## config.mk

```make
export PLATFORM = sky130hd
export DESIGN_NAME = muldiv_sequencer
export DESIGN_NICKNAME = d
export VERILOG_FILES = /design/src/rtl/muldiv_sequencer.sv
export SDC_FILE = /design/constraint.sdc
export NUM_CORES = 1
export LEC_CHECK = 0
export ABC_CLOCK_PERIOD_IN_PS = 7500
export CAP_MARGIN = 20
export CORE_ASPECT_RATIO = 0.7
export CORE_MARGIN = 3
export CORE_UTILIZATION = 60
export CTS_CLUSTER_SIZE = 20
export DETAILED_ROUTE_END_ITERATION = 8
export PLACE_DENSITY = 0.81
export SYNTH_ARGS = -nofsm -noshare
export SYNTH_HDL_FRONTEND = slang
export SYNTH_SLANG_ARGS = --single-unit
export TNS_END_PERCENT = 1
```

## constraint.sdc

```tcl
create_clock -name CLK -period 7.5 [get_ports CLK]
set_input_delay 0.75 -clock CLK [delete_from_list [all_inputs] [get_ports CLK]]
set_output_delay 0.75 -clock CLK [all_outputs]
set_load 0.005 [all_outputs]
```

## src/rtl/muldiv_sequencer.sv

```systemverilog
// Iterative RV32M multiply/divide unit: 32-step shift-add multiply and restoring divide.
// Stalls the pipeline while busy and pulses DONE for one cycle with the result.
module muldiv_sequencer (
  input  logic        CLK,
  input  logic        RESET,
  input  logic        START,
  input  logic [5:0]  SELECT,
  input  logic [31:0] DATA1,
  input  logic [31:0] DATA2,
  input  logic        FLUSH,
  output logic        STALL,
  output logic        DONE,
  output logic [31:0] RESULT
);

  typedef enum logic [1:0] {ST_IDLE, ST_CALC, ST_FIX, ST_DONE} state_t;

  state_t      state;
  logic [5:0]  cnt;
  logic [2:0]  funct3;
  logic [63:0] acc;
  logic [31:0] a_mag;
  logic [31:0] b_mag;
  logic        neg;

  logic [2:0]  in_f3;
  logic        is_md, accept, in_div, s1, s2, div_zero, ovf, fast;
  logic [31:0] fast_res, fix_res;
  logic [32:0] mul_sum;
  logic [33:0] div_diff;
  logic [63:0] prod;

  function automatic logic [31:0] magnitude(input logic signed [31:0] v, input logic take_sign);
    return (take_sign && v[31]) ? 32'(-v) : 32'(v);
  endfunction

  function automatic logic [31:0] apply_sign(input logic [31:0] v, input logic make_neg);
    return make_neg ? (~v + 32'd1) : v;
  endfunction

  assign in_f3    = SELECT[2:0];
  assign is_md    = (SELECT[5:3] == 3'b001);
  assign accept   = (state == ST_IDLE) && START && is_md && !FLUSH;
  assign in_div   = in_f3[2];
  assign s1       = DATA1[31] && (in_f3 == 3'b001 || in_f3 == 3'b010 ||
                                  in_f3 == 3'b100 || in_f3 == 3'b110);
  assign s2       = DATA2[31] && (in_f3 == 3'b001 || in_f3 == 3'b100 || in_f3 == 3'b110);
  assign div_zero = (DATA2 == 32'h0);
  assign ovf      = (in_f3 == 3'b100 || in_f3 == 3'b110) &&
                    (DATA1 == 32'h8000_0000) && (DATA2 == 32'hFFFF_FFFF);
  assign fast     = in_div && (div_zero || ovf);
  // funct3[1] distinguishes REM/REMU from DIV/DIVU
  assign fast_res = div_zero ? (in_f3[1] ? DATA1 : 32'hFFFF_FFFF)
                             : (in_f3[1] ? 32'h0 : 32'h8000_0000);

  assign mul_sum  = {1'b0, acc[63:32]} + (acc[0] ? {1'b0, a_mag} : 33'd0);
  assign div_diff = {1'b0, acc[63:31]} - {2'b00, b_mag};

  always_comb begin
    prod = neg ? (~acc + 64'd1) : acc;
    case (funct3)
      3'b000:                 fix_res = prod[31:0];
      3'b001, 3'b010, 3'b011: fix_res = prod[63:32];
      3'b100, 3'b101:         fix_res = apply_sign(acc[31:0], neg);
      default:                fix_res = apply_sign(acc[63:32], neg);
    endcase
  end

  assign STALL = accept || (state == ST_CALC) || (state == ST_FIX);
  assign DONE  = (state == ST_DONE);

  // Control: state, counter and the architecturally visible result
  always_ff @(posedge CLK) begin
    if (RESET) begin
      state  <= ST_IDLE;
      cnt    <= 6'd0;
      RESULT <= 32'h0;
    end else if (FLUSH) begin
      state <= ST_IDLE;
      cnt   <= 6'd0;
    end else begin
      case (state)
        ST_IDLE: if (accept) begin
          cnt <= 6'd0;
          if (fast) begin
            RESULT <= fast_res;
            state  <= ST_DONE;
          end else begin
            state <= ST_CALC;
          end
        end
        ST_CALC: begin
          cnt <= cnt + 6'd1;
          if (cnt == 6'd31) state <= ST_FIX;
        end
        ST_FIX: begin
          RESULT <= fix_res;
          state  <= ST_DONE;
        end
        default: state <= ST_IDLE;
      endcase
    end
  end

  // Datapath: acc holds {upper, multiplier} for multiply and {remainder, quotient} for divide
  always_ff @(posedge CLK) begin
    if (accept) begin
      funct3 <= in_f3;
      a_mag  <= magnitude(DATA1, s1);
      b_mag  <= magnitude(DATA2, s2);
      neg    <= (in_f3[2] && in_f3[1]) ? s1 : (s1 ^ s2);
      acc    <= {32'h0, in_div ? magnitude(DATA1, s1) : magnitude(DATA2, s2)};
    end else if (state == ST_CALC) begin
      if (funct3[2]) begin
        if (!div_diff[33]) acc <= {div_diff[31:0], acc[30:0], 1'b1};
        else               acc <= {acc[62:0], 1'b0};
      end else begin
        acc <= {mul_sum, acc[31:1]};
      end
    end
  end

endmodule

```

==> results.sh <==
export IMPL_outcome="complete, no violations"
export IMPL_dieWidth_um=196
export IMPL_clk_latency_ns=0.45
export IMPL_critPathArrivalTime_ns=5.18
export IMPL_clk_pin_slew_worst_paths_ns=0.07
export IMPL_critPathMaxStageDelay_ns=0.72
export IMPL_fin_ws_ns=2.66
export IMPL_post_place_ws_ns=2.05
export IMPL_post_cts_setup_buffer_count=0
export IMPL_endpoint_kind="flop"
export IMPL_globalplace_congestion=1.09
export IMPL_final_util_pct=68.6
export IMPL_period_needed_ns=4.84
export IMPL_worst_pin_slew_ns=1.15
export IMPL_wirelength_mm=57.9
export IMPL_design_portCount=108
export IMPL_fin_skew_ns=0.0153
export IMPL_peakVddDrop_mv=0.182
export IMPL_clock_fmax_mhz=206
export IMPL_portBuffers=107
export IMPL_cts_root_buf="clkbuf_16"
export IMPL_syn_nets=2000
export IMPL_grt_use_total_pct=41.1
export IMPL_crit_chain="clkdlybuf4s50_1, or4_1, nor4_2, nand4b_1, nor3_1, a31oi_1, a21oi_2, buf_8, nor2_1, buf_4, a22o_1"
export IMPL_fin_crit_sh_pct=64.6
export IMPL_drv_cap=0
export IMPL_critical_path_required_ns=7.84
export IMPL_crit_slowest_cell="nor3_1"
export IMPL_holdWs_ns=0.443
export IMPL_initial_core_util_pct=61.4
export IMPL_yosys_area_top_type="edfxtp_1"
export IMPL_areaGrowthSynthToFinish_pct=11.7
export IMPL_synth_edff_count=100
export IMPL_syn_instance_count=1849
export IMPL_routed_via_density=7.10
export IMPL_diodes=0
export IMPL_hp_class="reg2reg"
export IMPL_via_count=15800
export IMPL_hpwl_mm=43.5
export IMPL_timing_setup_tns_ns=0
export IMPL_total_power_w=0.00354
export IMPL_nets=2033
export IMPL_grt_overflow=0
export IMPL_reg2regPathDepth=10
export IMPL_dieArea_mm2=0.0274
export IMPL_critPathLaunchType="input pin"
export IMPL_h_tree_depth=4
export IMPL_clockBufferDepth=2
export IMPL_ctsHoldBuffers=0
export IMPL_wire_per_inst_um=26.1
export IMPL_yosys_top_cells_count="a21oi_1, nand2_1, o21ai_0, nor2_1, clkbuf_1"
export IMPL_grt_pass1_vias=14300
export IMPL_cts_resized=0
export IMPL_rsz0062_at_grt="no"
export IMPL_slew_headroom_pct=22.9
export IMPL_antenna_found_initial=1
export IMPL_synth_top_cell_area_share_pct=19.7
export IMPL_slew_violations=0
export IMPL_grt_max_degree=92
export IMPL_setup_viol=0
export IMPL_synth_seq_area_share_pct=29.2
export IMPL_yosysMostFrequentCell="a21oi_1"
export IMPL_grt_pass1_wl_mm=86.6
export IMPL_synth_cell_types=80
export IMPL_numCtsBuffers=17
export IMPL_rows=48
export IMPL_criticalPathCategory="in2reg"
export IMPL_worstHoldPathCells=2
export IMPL_syn_avg_cell_area_um2=8.24
export IMPL_die_h_um=139
export IMPL_drive_gt1_share_pct=4.85
export IMPL_hold_violations=0
export IMPL_cts_tree="built"
export IMPL_critPathMaxFanout=17
export IMPL_async_flop_share_pct=0
export IMPL_coreArea_mm2=0.0248
export IMPL_synth_area_top_cells="edfxtp_1, dfxtp_1, ha_1"
export IMPL_first_pass_iters=6
export IMPL_power_density_mw_per_mm2=208
export IMPL_route_detailed_drc=0
export IMPL_clkSinkCount=172
export IMPL_syn_area_mm2=0.0152
export IMPL_leakage_nw=6.47
export IMPL_drtAntennaViolNets=0
export IMPL_drtIter0Drc=2381
export IMPL_synthFlopType="edfxtp_1"
export IMPL_synth_seq_cells=172
export IMPL_yosys_warnings=0
==> per-layer routing <==
metal | track usage (%) | up-vias | share of wire [%]
li1 | - | 6980 | -
met1 | 60.4 | 7439 | 41
met2 | 57.2 | 1199 | 40
met3 | 12.9 | 141 | 15
met4 | 13.6 | 2 | 3.5
met5 | 0 | - | 0.016
==> cell usage in the layout, fill, tap and decap left out, drive strengths merged, types with 14 or more instances in the layout <==
cell / instances
nor2: 115
nand2b: 16
o211ai: 17
xnor2: 101
nor2b: 38
clkdlybuf4s50: 106
nand3: 23
xor2: 79
o21ai: 132
inv: 72
edfxtp: 100
or3: 26
a21oi: 156
nand2: 143
o221ai: 14
ha: 75
and3: 14
a211oi: 53
o31ai: 35
a21o: 39
or4: 26
buf: 25
and2: 43
mux2i: 51
clkbuf: 23
or2: 14
nor3: 38
o41ai: 16
nor4: 22
nand4: 28
dfxtp: 72
a31oi: 28
==> power breakdown <==
| part | total [W] | internal, W | switching [W] |
|---|---|---|---|
| registers | 0.00125 | 0.00106 | 0.000191 |
| logic | 0.00138 | 0.000547 | 0.000834 |
| clock network | 0.000903 | 0.000488 | 0.000415 |
==> through the flow <==
| stage | instances | cell area (um^2) |
|---|---|---|
| floorplan | 1849 | 15200 |
| global placement | 2184 | 16400 |
| detailed placement | 2184 | 16400 |
| CTS | 2216 | 17000 |
| global route | 2220 | 17000 |
| finish | 2220 | 17000 |
==> worst paths after layout <==
path                            slack (ns)    endpoint  startpoint
worst max register to register        2.87     acc[32]     acc[34]
worst max-delay path                  2.66  RESULT[25]    DATA2[3]
worst min-delay path                  0.44  RESULT[13]  RESULT[13]
worst min register to register        0.44  RESULT[13]  RESULT[13]
==> state kept, by name, indices dropped and copies added (netlist names) <==
signal  cells
cnt         6
a_mag      32
b_mag      32
funct3      3
RESULT     32
acc        64
state       2
neg         1
==> kinds of logic after synthesis <==
| logic type | after synthesis | share of synthesized area, % |
|---|---|---|
| compound gates | 613 | 26.7 |
| xor+xnor | 180 | 10.3 |
| fa+ha+maj | 77 | 6.42 |
| buf+inv | 189 | 4.82 |
| flops | 172 | 29.2 |
| mux | 54 | 3.57 |
| simple gates | 564 | 19.0 |
==> critical path: cells and delay by family <==
kind	cells	cell delay (ns)
and+or+nand+nor	5	2.50
buffers and inverters	3	0.98
AOI/OAI and AO/OA	3	0.93
==> layout make-up <==
class	count	area, um^2
Tap cell	325	407
Multi-Input combinational cell	1488	10100
Timing Repair Buffer	131	1270
Sequential cell	172	4440
Fill cell	2091	7780
Clock buffer	23	479
Clock inverter	9	87.6
Inverter	72	273
(Power assumes the default switching activity.)
